===== src/rtl/mux_pkg.sv =====
// mux_pkg: shared constants, occupancy encoding and select-range helper for the operand mux pipeline
package mux_pkg;
    localparam int MUX_MAX_N = 16;
    typedef enum logic [1:0] {
        OCC_EMPTY = 2'd0,
        OCC_ONE   = 2'd1,
        OCC_FULL  = 2'd2
    } occ_t;
    function automatic logic sel_in_range(input logic [31:0] sel, input int unsigned n);
        return sel < n;
    endfunction
endpackage


===== src/rtl/skid_buf.sv =====
// skid_buf: generic 2-entry valid/ready buffer; output register plus one skid entry for lossless back-pressure
module skid_buf
    import mux_pkg::*;
#(
    parameter int DW = 8
) (
    input  logic          clk,
    input  logic          reset,
    input  logic [DW-1:0] in_data,
    input  logic          in_valid,
    output logic          in_ready,
    output logic [DW-1:0] out_data,
    output logic          out_valid,
    input  logic          out_ready
);
    occ_t r_occ, w_occ_nxt;
    logic [DW-1:0] r_out, r_skid;
    logic w_acc, w_pop;
    // Handshake flags decode only the occupancy register, so no input reaches them combinationally
    assign in_ready  = r_occ != OCC_FULL;
    assign out_valid = r_occ != OCC_EMPTY;
    assign out_data  = r_out;
    always_comb begin
        w_acc     = in_valid & in_ready;
        w_pop     = out_valid & out_ready;
        w_occ_nxt = r_occ;
        unique case (r_occ)
            OCC_EMPTY: w_occ_nxt = w_acc ? OCC_ONE : OCC_EMPTY;
            OCC_ONE:   w_occ_nxt = (w_acc && !w_pop) ? OCC_FULL : (w_pop && !w_acc) ? OCC_EMPTY : OCC_ONE;
            OCC_FULL:  w_occ_nxt = w_pop ? OCC_ONE : OCC_FULL;
            default:   w_occ_nxt = OCC_EMPTY;
        endcase
    end
    always_ff @(posedge clk or posedge reset) begin
        if (reset) r_occ <= OCC_EMPTY;
        else       r_occ <= w_occ_nxt;
    end
    always_ff @(posedge clk or posedge reset) begin
        if (reset) begin
            r_out  <= '0;
            r_skid <= '0;
        end else begin
            if (r_occ == OCC_FULL && w_pop) r_out <= r_skid;
            else if (w_acc && (r_occ == OCC_EMPTY || w_pop)) r_out <= in_data;
            if (w_acc && r_occ == OCC_ONE && !w_pop) r_skid <= in_data;
        end
    end
endmodule


===== src/rtl/mux_n_pipe.sv =====
// mux_n_pipe: N-way operand mux with optional left-shift of the last input, registered through a skid buffer
module mux_n_pipe
    import mux_pkg::*;
#(
    parameter int WIDTH      = 32,
    parameter int N          = 4,
    parameter int SELW       = 2,
    parameter bit SHIFT_LAST = 1
) (
    input  logic               clk,
    input  logic               reset,
    input  logic [N*WIDTH-1:0] in_flat,
    input  logic [SELW-1:0]    sel,
    input  logic               in_valid,
    output logic               in_ready,
    output logic [WIDTH-1:0]   out_data,
    output logic [SELW-1:0]    out_sel,
    output logic               out_valid,
    input  logic               out_ready,
    output logic               sel_err,
    input  logic               err_clr
);
    if (SELW != $clog2(N) || N < 2 || N > MUX_MAX_N) begin : g_bad_param
        $error("mux_n_pipe: N must be 2..16 and SELW must equal clog2(N)");
    end
    logic [WIDTH-1:0] w_in [N];
    for (genvar k = 0; k < N; k++) begin : g_in
        assign w_in[k] = in_flat[k*WIDTH +: WIDTH];
    end
    logic             w_ok, w_acc;
    logic [SELW-1:0]  w_idx;
    logic [WIDTH-1:0] w_word;
    logic [WIDTH+SELW-1:0] w_buf_out;
    logic r_sel_err;
    // Out-of-range selects are clamped to index 0 before the array read, then forced to zero
    always_comb begin
        w_ok   = sel_in_range(32'(sel), N);
        w_idx  = w_ok ? sel : '0;
        w_word = !w_ok ? '0 :
                 (SHIFT_LAST && sel == SELW'(N-1)) ? {w_in[N-1][WIDTH-2:0], 1'b0} : w_in[w_idx];
        w_acc  = in_valid & in_ready;
    end
    skid_buf #(.DW(WIDTH+SELW)) u_skid (
        .clk       (clk),
        .reset     (reset),
        .in_data   ({sel, w_word}),
        .in_valid  (in_valid),
        .in_ready  (in_ready),
        .out_data  (w_buf_out),
        .out_valid (out_valid),
        .out_ready (out_ready)
    );
    assign out_sel  = w_buf_out[WIDTH +: SELW];
    assign out_data = w_buf_out[WIDTH-1:0];
    // A bad select accepted in the same cycle as err_clr keeps the flag set
    always_ff @(posedge clk or posedge reset) begin
        if (reset)               r_sel_err <= 1'b0;
        else if (w_acc && !w_ok) r_sel_err <= 1'b1;
        else if (err_clr)        r_sel_err <= 1'b0;
    end
    assign sel_err = r_sel_err;
endmodule

===== config.mk =====
export PLATFORM = sky130hd
export DESIGN_NAME = mux_n_pipe
export DESIGN_NICKNAME = d
export VERILOG_FILES = /design/src/rtl/mux_pkg.sv /design/src/rtl/skid_buf.sv /design/src/rtl/mux_n_pipe.sv
export SDC_FILE = /design/constraint.sdc
export NUM_CORES = 1
export LEC_CHECK = 0
export ABC_CLOCK_PERIOD_IN_PS = 3350
export BUFFER_PORTS_ARGS = -buffer_cell sky130_fd_sc_hd__buf_4
export CORE_MARGIN = 5
export CORE_UTILIZATION = 40
export CTS_CLUSTER_SIZE = 28
export DETAILED_ROUTE_END_ITERATION = 8
export HOLD_SLACK_MARGIN = 0.06
export PLACE_DENSITY = 0.75
export SLEW_MARGIN = 20
export SYNTH_ARGS = -nofsm -noshare
export SYNTH_HDL_FRONTEND = slang
export SYNTH_HIERARCHICAL = 1
export SYNTH_SLANG_ARGS = --single-unit
export TNS_END_PERCENT = 10

===== constraint.sdc =====
create_clock -name clk -period 3.35 [get_ports clk]
set_input_delay 0.335 -clock clk [delete_from_list [all_inputs] [get_ports clk]]
set_output_delay 0.335 -clock clk [all_outputs]
set_load 0.01 [all_outputs]

# Word-level counts from Yosys, hierarchy flattened
# Index checks and enable logic that the tools add are counted.
# word_totals
ff_bits,70
latchBits,0
ram_bits,0
wordCells,34
n_memories,0
mem_bits_ro,0
# classes
n_reduce_logical,12
muxes,11
n_lt_le_gt_ge,1
shifts,0
div_mod_pow,0
n_eq_ne,4
addsub,0
bitwise,3
multipliers,0
# op_table
cell,count
2-to-1 mux 32 bit,3
2-to-1 mux 34 bit,2
binary-select mux 32 bit (select 2 bit),1
logical AND 1 bit,6
case mux 2 bit (3 select lines),1
equality test 2 bit (second input constant),2
2-to-1 mux 2 bit,2
nonzero test 2 bit,2
>= comparator 3 bit (second input constant),1
NOT 2 -> 3 bit,1
bitwise AND 1 bit,2
equality test 2 x 1 -> 1 bit (second input constant),1
zero test 1 bit,2
zero test 2 bit,1
2-to-1 mux 1 bit,2
inequality test 2 bit (second input constant),1
logical OR 1 bit,1

# Depth between registers and ports, before layout
# Gate-level depths: netlist (run 1).
# logic_depth
depth_word,7
mapped_depth,7
ltp_nobuf,5

# By module
# Netlist (run 1), hierarchy kept.
# modules_own_cells
module,cells_per_inst,instances,area_per_inst_um2
skid_buf,229,1,3076.7
mux_n_pipe,44,1,834.6

# Worst setup path after synthesis (run 1)
# OpenSTA, ideal clock, no wires.
# synth_timing
path_kind,input to register
startpoint,input port out_ready
endpoint,register u_skid.r_skid[20]
slack_ns,1.746
path_buffers,2
arrival_ns,1.479
cell_stages,5
setup_ns,0.125
t_required_ns,3.225
cell_sequence,buf_2 > nand2b_4 > nor3b_4 > buf_6 > mux2_2
# synth_between
elab_chain_len,3
# synth_rtl
item,line_no,text
start: declaration,mux_n_pipe.sv:19,"input logic out_ready,"
bitwise AND 1 bit,skid_buf.sv:25,w_pop = out_valid & out_ready;
zero test 1 bit,skid_buf.sv:45,if (w_acc && r_occ == OCC_ONE && !w_pop) r_skid <= in_data;
logical AND 1 bit,skid_buf.sv:45,
end signal: assignment,skid_buf.sv:45,
end: declaration,skid_buf.sv:17,"logic [DW-1:0] r_out, r_skid;"
# Every way passes these cells.
# A chain may end at the register's enable or synchronous reset.

# Worst setup path after layout (run 1)
# layout_timing
startpoint,register u_skid.r_occ[0]
endpoint,register u_skid.r_skid[26]
# layout_between
elab_chain_len,4
# layout_rtl
item,line_no,text
start: declaration,skid_buf.sv:16,"occ_t r_occ, w_occ_nxt;"
start signal: assignment,skid_buf.sv:36,else r_occ <= w_occ_nxt;
inequality test 2 bit / nonzero test 2 bit (equally long branches),"skid_buf.sv:20, skid_buf.sv:21",
bitwise AND 1 bit (on tied branches),"skid_buf.sv:24, skid_buf.sv:25",
logical AND 1 bit / zero test 1 bit (equally long branches),skid_buf.sv:45,
logical AND 1 bit *,skid_buf.sv:45,
# Mark *: on every way between the ends. The rest lies on a longest branch, timed or not.

==> metrics.txt, run 1 <==
status=finished, final reports clean; post-route insts no fill=568; Diodes inserted=0; number of port buffers=168; post-CTS resize count=0; global-route wire length before repair=15.8 mm; Die Y-Extent=about 110 um; antenna violations before repair=0; end-of-flow core utilization=0.566; most frequent cells in the layout=sky130_fd_sc_hd__buf_4, sky130_fd_sc_hd__dfrtp_1, sky130_fd_sc_hd__mux4_2; count of nets left with antenna violations after detail routing=0; detailed placer's ending HPWL=7.25 mm; Fin Hold WS=roughly 0.26 ns; number of rows created at floorplan=36; final routed wire length divided by cell count=between 15 and 20 um; sequential fraction of the synthesis area=0.448; Setup crit start kind=flop; highest clock frequency the design can meet=slightly below 500 MHz; Final Skew=about 0.009 ns; final-layout setup total negative slack=0 ns; post-route minimum period=a little over 2 ns; Total Nets Final=565; buffer type at the clock tree root=sky130_fd_sc_hd__clkbuf_8; Setup Crit Path Kind=flop to flop; P per Cell Area=565 nW/um^2; worst slew margin relative to its limit=0.305; number of register bits inferred by synthesis=70; hold violation count in the final report=0; clock-pin slew reported for the worst setup and hold paths after clock tree synthesis=about 0.080 ns; number of unique standard cell types used by synthesis=30; number of H-tree branching levels=3; most common cell after layout, fill and taps aside=sky130_fd_sc_hd__buf_4; Detailed Route WL=a little over 10 mm; DRC violation total after the first TritonRoute iteration=approximately 150; ratio of cells with drive above 1 in the final layout=0.595; clk buf depth=2; TritonCTS clock tree=done; top-level I/O count=around 170; sum of overflow across all layers after global routing=0; data arrival time at the worst-slack endpoint=between 2 and 2.5 ns; number of iterations in the first detailed-routing pass=4; Die W=between 100 and 150 um; largest net degree at the start of global routing=71; initial core utilization=0.406; Vias per Instance=roughly 5.4; GPL Wtd Cong=around 0.7; GR Util All Layers=0.171; actual slew at the worst max-slew pin=~1.0 ns; number of placed cells counting well taps=552; RSZ-0062 raised after global routing=false; Finished Cell Area=between 5000 and 6000 um^2; syn avg cell area=14.3 um^2; Post-CTS Repair Setup Buffers=0; area of the die=roughly 12000 um^2; syn_nets=408; required time of the worst setup path=3.57 ns; clock latency at the later pin of the worst-skew pair=approximately 0.34 ns; number of buffers added by the clock tree synthesis step=9; crit share post-route=0.617; Pleak=between 0.002 and 0.0025 uW; CP Capture Type=flop; count of clock tree sinks=70; count of vias placed by the detailed router=roughly 3000; Final Max Tran Viols=0; Syn Inst Count=approximately 270; Final Setup Violations=0; Core Footprint=between 9000 and 10000 um^2; cell area after synthesis=3910 um^2; path type of the worst min-delay path=input port to asynchronous set/reset pin; number of global-route vias before repair=3212; r2r worst-path depth=4; growth of design area from synthesis to finish=39.5%; number of warning messages in the yosys log=6; DRC=0; placement-stage cell area=5200 um^2; number of buffers inserted for hold repair after clock tree synthesis=0; count of max-cap constraint violations=0; maximum net fanout on the critical path=22; maximum ir drop on the vdd rail=266 uV
==> sequential cells by signal, summed over array words and instances (netlist names) <==
| register | count |
|---|---|
| u_skid/out_data | 34 |
| u_skid/r_skid | 34 |
| u_skid/r_occ | 2 |
==> metal layers <==
layer,share of wire,vias to the layer above,wire length [um],global-route usage
li1,-,1370,-,-
met1,0.41,1569,4130,0.211
met2,0.52,107,5320,0.290
met3,0.058,16,588,0.0391
met4,0.014,0,147,0.0676
met5,0,-,0,0
==> final cells by class <==
| type | count | area, um^2 |
|---|---|---|
| Multi-Input combinational cell | 173 | 1960 |
| Sequential cell | 70 | 1750 |
| Fill cell | 807 | 4180 |
| Clock buffer | 11 | 151 |
| Clock inverter | 5 | 104 |
| Tap cell | 133 | 166 |
| Timing Repair Buffer | 173 | 1310 |
| Inverter | 3 | 11.3 |
==> power breakdown <==
group	internal, uW	total, uW	switching [uW]
sequential	1130	1280	146
clock	537	856	319
combinational	588	946	358
==> per-stage QoR <==
step,worst slack [ns],total power (uW)
final,1.28,3080
after global routing,1.18,3260
after CTS,1.25,3120
after detailed placement,1.20,2260
after global placement,1.21,2210
after floorplan,1.25,1830
==> path summary, 6_finish.rpt <==
check / startpoint / endpoint / slack (ns)
max in group asynchronous: reset / u_skid/r_skid[8]$_DFFE_PP0P_ / 2.50
max reg2reg: u_skid/r_occ[0]$_DFF_PP0_ / u_skid/r_skid[26]$_DFFE_PP0P_ / 1.28
min: reset / u_skid/out_data[24]$_DFFE_PP0P_ / 0.26
min reg2reg: u_skid/r_skid[11]$_DFFE_PP0P_ / u_skid/r_skid[11]$_DFFE_PP0P_ / 0.48
min in group clk: out_ready / u_skid/r_occ[1]$_DFF_PP0_ / 0.30
max: u_skid/r_occ[0]$_DFF_PP0_ / u_skid/r_skid[26]$_DFFE_PP0P_ / 1.28
==> cells by family (layout without fill, tap and decap cells) <==
kind of cell           Yosys count  in the layout  share of synthesized area
and+or+nand+nor                 54             54                     0.0950
other                            1              1                   0.000959
buffers and inverters           30            192                     0.0537
DFF                             70             70                      0.448
AOI/OAI and AO/OA               51             51                      0.118
muxes                           67             67                      0.284
==> critical path: stages (launching register included) <==
cell and delay [ns]:
sky130_fd_sc_hd__dfrtp_1 0.55, sky130_fd_sc_hd__nand2b_4 0.10, sky130_fd_sc_hd__nor3b_4 0.67, sky130_fd_sc_hd__buf_12 0.26, sky130_fd_sc_hd__mux2_2 0.35
==> cells in the mapped netlist <==
cell	number	area share
sky130_fd_sc_hd__dfrtp_1	70	0.45
sky130_fd_sc_hd__mux4_2	28	0.16
sky130_fd_sc_hd__nand2b_1	23	0.037
sky130_fd_sc_hd__o221a_2	23	0.066
sky130_fd_sc_hd__mux2_1	20	0.058
sky130_fd_sc_hd__mux2_2	14	0.040
sky130_fd_sc_hd__nand3b_1	13	0.025
sky130_fd_sc_hd__buf_2	12	0.015
sky130_fd_sc_hd__nor2b_1	12	0.019
sky130_fd_sc_hd__o21ai_0	12	0.015
sky130_fd_sc_hd__o211a_1	11	0.028
sky130_fd_sc_hd__clkbuf_1	7	0.0067
sky130_fd_sc_hd__buf_6	4	0.012
sky130_fd_sc_hd__buf_12	3	0.015
sky130_fd_sc_hd__inv_1	3	0.0029
sky130_fd_sc_hd__mux4_1	3	0.020
sky130_fd_sc_hd__mux2i_1	2	0.0051
sky130_fd_sc_hd__a21oi_1	1	0.0013
sky130_fd_sc_hd__and2_1	1	0.0016
sky130_fd_sc_hd__and3b_1	1	0.0022
sky130_fd_sc_hd__buf_4	1	0.0019
sky130_fd_sc_hd__conb_1	1	0.00096
sky130_fd_sc_hd__nand2_1	1	0.00096
sky130_fd_sc_hd__nand2b_4	1	0.0035
sky130_fd_sc_hd__nor2_1	1	0.00096
sky130_fd_sc_hd__nor3b_4	1	0.0048
sky130_fd_sc_hd__o21a_1	1	0.0019
sky130_fd_sc_hd__o21ai_1	1	0.0013
sky130_fd_sc_hd__o21ai_2	1	0.0022
sky130_fd_sc_hd__o22ai_1	1	0.0016
Note: power is estimated with default switching activity, not from simulation.
==> inputs of run 2 (changes only) <==
ABC_CLOCK_PERIOD_IN_PS = 1850   (was 3350)
PLACE_DENSITY = 0.78   (was 0.75)
clock period = 1.85 ns   (was 3.35 ns; I/O delays follow)
==> run 2 against run 1 <==
Net effect: core utilization up 0.90 points; sequential power up 81%; flip-flop and latch count unchanged; final area up 1.6%; cell count up 1.6%; clock skew up 0.0019 ns.
==> metrics.txt, run 2 (synthesized netlist as in run 1, its figures left out) <==
status=finished, final reports clean; count of nets left with antenna violations after detail routing=0; Pleak=about 0.0024 uW; global-route wire length before repair=15.8 mm; Post-CTS Repair Setup Buffers=0; number of filler instances in the final layout=~800; most frequent cell on the critical path=sky130_fd_sc_hd__buf_4; required time of the worst setup path=between 1.5 and 2 ns; number of port buffers=about 170; count of clock tree sinks=70; path type of the worst min-delay path=input port to flop; number of global-route vias before repair=3207; Finished Cell Area=between 5000 and 6000 um^2; Die Y-Extent=~110 um; Detailed Route WL=slightly above 10 mm; top-level I/O count=around 170; growth of design area from synthesis to finish=41.7%; end-of-flow core utilization=0.575; detailed placer's ending HPWL=slightly below 8 mm; Vias per Instance=~5.3; most frequent cells in the layout=sky130_fd_sc_hd__buf_4, sky130_fd_sc_hd__dfrtp_1, sky130_fd_sc_hd__mux4_2; antenna violations before repair=0; highest clock frequency the design can meet=590 MHz; Core Footprint=between 9000 and 10000 um^2; crit share post-route=0.916; buffer type at the clock tree root=sky130_fd_sc_hd__clkbuf_8; number of H-tree branching levels=3; Buf/Inv on CP=3; worst slew margin relative to its limit=0.541; maximum net fanout on the critical path=5; count of max-cap constraint violations=0; Setup crit start kind=flop; ratio of cells with drive above 1 in the final layout=0.599; Final Max Tran Viols=0; Min-Delay Startpoint=out_ready; hold violation count in the final report=0; maximum ir drop on the vdd rail=between 400 and 500 uV; list of cells traversed by the critical path=buf_4 > nor2b_1 > inv_1 > buf_4; data arrival time at the worst-slack endpoint=~1.5 ns; Final Skew=about 0.011 ns; clk buf depth=2; area of the die=~12000 um^2; GR Util All Layers=0.172; final routed wire length divided by cell count=18.0 um; DRC=0; delay of the slowest cell on the worst path=~0.40 ns; Diodes inserted=0; Multi-input gate area=a little under 2000 um^2; number of buffers added by the clock tree synthesis step=9; clock latency at the later pin of the worst-skew pair=between 0.3 and 0.4 ns; RSZ-0062 raised after global routing=false; count of vias placed by the detailed router=a little over 3000; placement-stage cell area=5300 um^2; number of iterations in the first detailed-routing pass=4; Fin Hold WS=roughly 0.075 ns; actual slew at the worst max-slew pin=a little under 0.7 ns; number of rows created at floorplan=36; GPL Wtd Cong=~0.73; clock-pin slew reported for the worst setup and hold paths after clock tree synthesis=about 0.07 ns; Total Nets Final=~570; largest net degree at the start of global routing=71; TritonCTS clock tree=done; most common cell after layout, fill and taps aside=sky130_fd_sc_hd__buf_4; startpoint of the worst register-to-register path=u_skid/r_occ[0]$_DFF_PP0_; Die W=109 um; initial core utilization=0.406; Worst path top cell family by delay=buffers and inverters; Setup Crit Path Kind=flop to primary output; P per Cell Area=989 nW/um^2; Setup crit start=u_skid/r_occ[0]$_DFF_PP0_; CP Capture Type=primary output; DRC violation total after the first TritonRoute iteration=approximately 180; Final Setup Violations=0; post-route minimum period=around 1.7 ns; sum of overflow across all layers after global routing=0; slowest cell on the critical path=sky130_fd_sc_hd__dfrtp_1; footprint of the flip-flops and latches=approximately 1800 um^2
-- run 2: metal layers --
metal / track usage / vias up / wire (um)
li1: - / 1395 / -
met1: 0.212 / 1550 / 4160
met2: 0.293 / 105 / 5390
met3: 0.0450 / 15 / 657
met4: 0.0550 / 0 / 177
met5: 0 / - / 0
-- run 2: report_power, final --
group | switching (uW) | leakage, uW | internal [uW]
Clock | 593 | 0.000110 | 799
Sequential | 265 | 0.000790 | 2050
Combinational | 670 | 0.00150 | 1100
-- run 2: what timing repair did --
action | in CTS | in global routing
hold endpoints to repair | 70 | 0
hold buffers | 1 | 0
endpoints found under the setup margin | 23 | 0
gates resized for setup | 1 | 0
-- run 2: path summary, 6_finish.rpt --
check	to	slack [ns]	depth (start not counted)
min reg2reg	u_skid/r_skid[11]$_DFFE_PP0P_	0.48	1
min in group asynchronous	u_skid/out_data[17]$_DFFE_PP0P_	0.49	4
max in group asynchronous	u_skid/out_data[5]$_DFFE_PP0P_	1.05	4
max	in_ready	0.15	4
max reg2reg	u_skid/r_skid[27]$_DFFE_PP0P_	0.21	5
min	u_skid/r_occ[1]$_DFF_PP0_	0.07	2
-- run 2: stage by stage --
step	total power (uW)	std cells	setup WS, ns	setup TNS, ns
detailed placement	4140	560	-0.0596	-1.18
global route	5760	577	0.00380	0
floorplan	3310	273	0.323	0
finish	5480	577	0.155	0
CTS	5530	577	0.147	0
global placement	4040	560	0.0322	0
-- run 2: worst reg2reg max path, cell delays in order, from the launching register on --
cell                       delay (ns)
sky130_fd_sc_hd__dfrtp_1         0.38
sky130_fd_sc_hd__buf_4           0.17
sky130_fd_sc_hd__nand2b_4        0.07
sky130_fd_sc_hd__nor3b_4         0.19
sky130_fd_sc_hd__buf_4           0.33
sky130_fd_sc_hd__mux2_2          0.39
-- run 2: area by class of cell --
cell class / instances / share of cell area
Clock inverter: 5 / 0.0147
Multi-Input combinational cell: 173 / 0.355
Sequential cell: 70 / 0.316
Clock buffer: 11 / 0.0255
Timing Repair Buffer: 182 / 0.256
Tap cell: 133 / 0.0300
Inverter: 3 / 0.00271
==> inputs of run 3 (changes only) <==
CORE_ASPECT_RATIO = 0.6   (was unset)
==> run 3 against run 2 <==
Net effect: die area up 0.55%; cell count down 0.69%; non-clock buffer count down 2; critical endpoint is now u_skid/r_skid[0]$_DFFE_PP0P_; maximum frequency down 3.2%; worst hold slack better by 0.089 ns; sequential share of layout area down 0.54 points; core utilization up 2.8 points; combinational power about the same; global-route usage up 1.5 points; setup slack worse by 0.057 ns.
==> metrics.txt, run 3 (synthesized netlist as in run 1, its figures left out) <==
number of filler instances in the final layout=between 700 and 800; clock-pin slew reported for the worst setup and hold paths after clock tree synthesis=approximately 0.050 ns; Int Pwr=between 4000 and 5000 uW; placement-stage cell area=approximately 5300 um^2; DRC violation total after the first TritonRoute iteration=114; Total Nets Final=573; Finished Cell Area=around 5600 um^2; worst slew margin relative to its limit=0.557; status=finished, final reports clean; path type of the worst min-delay path=input port to flop; largest net degree at the start of global routing=71; number of buffers added by the clock tree synthesis step=9; Die Y-Extent=86.6 um; count of nets left with antenna violations after detail routing=0; Detailed Route WL=approximately 11 mm; list of cells traversed by the critical path=buf_4 > nand2b_4 > nor3b_4 > buf_12 > mux2_1; final routed wire length divided by cell count=~19 um; sum of overflow across all layers after global routing=0; switch share=0.268; ratio of cells with drive above 1 in the final layout=0.603; final-layout setup total negative slack=0 ns; global-route wire length before repair=about 17 mm; most frequent cells in the layout=sky130_fd_sc_hd__buf_4, sky130_fd_sc_hd__dfrtp_1, sky130_fd_sc_hd__mux4_2; data arrival time at the worst-slack endpoint=1.96 ns; post-route minimum period=1.75 ns; Post-CTS Repair Setup Buffers=0; switching power=~1600 uW; Buf/Inv on CP=2; GR Util All Layers=0.186; crit share post-route=0.947; CP Capture Type=flop; footprint of the flip-flops and latches=1750 um^2; Core Footprint=9360 um^2; hold violation count in the final report=0; count of max-cap constraint violations=0; required time of the worst setup path=roughly 2 ns; clock share of power=0.307; number of global-route vias before repair=about 3400; number of port buffers=roughly 170; GPL Wtd Cong=around 0.75; total power=just under 6000 uW; Setup crit start kind=flop; actual slew at the worst max-slew pin=0.662 ns; count of clock tree sinks=70; buffer type at the clock tree root=sky130_fd_sc_hd__clkbuf_16; Final Skew=around 0.0040 ns; detailed placer's ending HPWL=roughly 7.7 mm; most common cell after layout, fill and taps aside=sky130_fd_sc_hd__buf_4; maximum ir drop on the vdd rail=around 500 uV; growth of design area from synthesis to finish=44.2%; clk buf depth=2; delay of the slowest cell on the worst path=0.52 ns; top-level I/O count=about 170; highest clock frequency the design can meet=roughly 570 MHz; area of the die=approximately 12000 um^2; Vias per Instance=5.28; Diodes inserted=0; maximum net fanout on the critical path=24; Sequential Power Share=0.393; clock latency at the later pin of the worst-skew pair=approximately 0.33 ns; RSZ-0062 raised after global routing=false; dpl ws=-0.0373 ns; antenna violations before repair=0; Die W=between 100 and 150 um; Final Setup Violations=0; slowest cell on the critical path=sky130_fd_sc_hd__dfrtp_1; DRC=0; initial core utilization=0.418; number of H-tree branching levels=3; number of rows created at floorplan=27; count of vias placed by the detailed router=3027; Final Max Tran Viols=0; Multi-input gate area=roughly 2000 um^2; Worst path top cell family by delay=flip-flops; Setup Crit Path Kind=flop to flop; power share of the combinational group=0.300; number of iterations in the first detailed-routing pass=4; TritonCTS clock tree=done; P per Cell Area=around 1000 nW/um^2; Pleak=between 0.002 and 0.0025 uW; final critical-path setup slack=0.0984 ns
run 3: changes by cell type in the layout (fill, tap and decap cells not counted), sizes merged:
cell,change
clkinv,+2
buf,-2
clkbuf,-1
inv,-1
o21ai,+1
run 3: final timing paths:
path,startpoint,endpoint,slack [ns],depth (start not counted)
max,u_skid/r_occ[0]$_DFF_PP0_,u_skid/r_skid[0]$_DFFE_PP0P_,0.1,5
min,out_ready,u_skid/r_occ[1]$_DFF_PP0_,0.16,2
max reg2reg,u_skid/r_occ[0]$_DFF_PP0_,u_skid/r_skid[0]$_DFFE_PP0P_,0.1,5
min reg2reg,u_skid/r_skid[30]$_DFFE_PP0P_,u_skid/r_skid[30]$_DFFE_PP0P_,0.47,1
max in group asynchronous,reset,u_skid/out_data[1]$_DFFE_PP0P_,1.03,4
min in group asynchronous,reset,u_skid/out_data[26]$_DFFE_PP0P_,0.51,4
run 3: timing repair:
item / CTS / global route
resized for setup: 2 / 2
gates cloned: 1 / 0
hold buffers: 1 / 0
hold endpoints to repair: 70 / 0
setup endpoints to repair: 23 / 24
run 3: layout make-up:
cell class                      count  share of cell area
Tap cell                          130              0.0288
Clock inverter                      6              0.0153
Timing Repair Buffer              180               0.249
Clock buffer                       10              0.0406
Multi-Input combinational cell    174               0.353
Inverter                            3             0.00266
Sequential cell                    70               0.311
run 3: power by group through the flow:
stage	Sequential, uW	Clock, uW	Combinational [uW]
6_report	2330	1820	1770
5_1_grt	2390	1930	1920
4_1_cts	2330	1850	1800
3_5_place_dp	2350	0	1770
3_3_place_gp	2310	0	1730
2_1_floorplan	2360	0	946
run 3: per-layer routing:
metal,routed length [um],up-vias,global-route usage
met5,0,-,0
met2,5120,132,0.314
li1,-,1393,-
met1,4400,1490,0.224
met4,146,0,0.0598
met3,1100,12,0.0667
run 3: worst register-to-register path: cells and delay by family, from the launching register on:
kind | cells | cell delay [ns]
DFF | 1 | 0.52
buffers and inverters | 2 | 0.44
muxes | 1 | 0.36
and+or+nand+nor | 2 | 0.31
run 3: through the flow:
step           hold WS [ns]  cells   util
2_1_floorplan         0.320    273      -
3_3_place_gp          0.316    555  0.565
3_5_place_dp          0.321    555  0.565
4_1_cts               0.133    573  0.602
5_1_grt               0.174    573  0.603
6_report              0.163    573  0.603
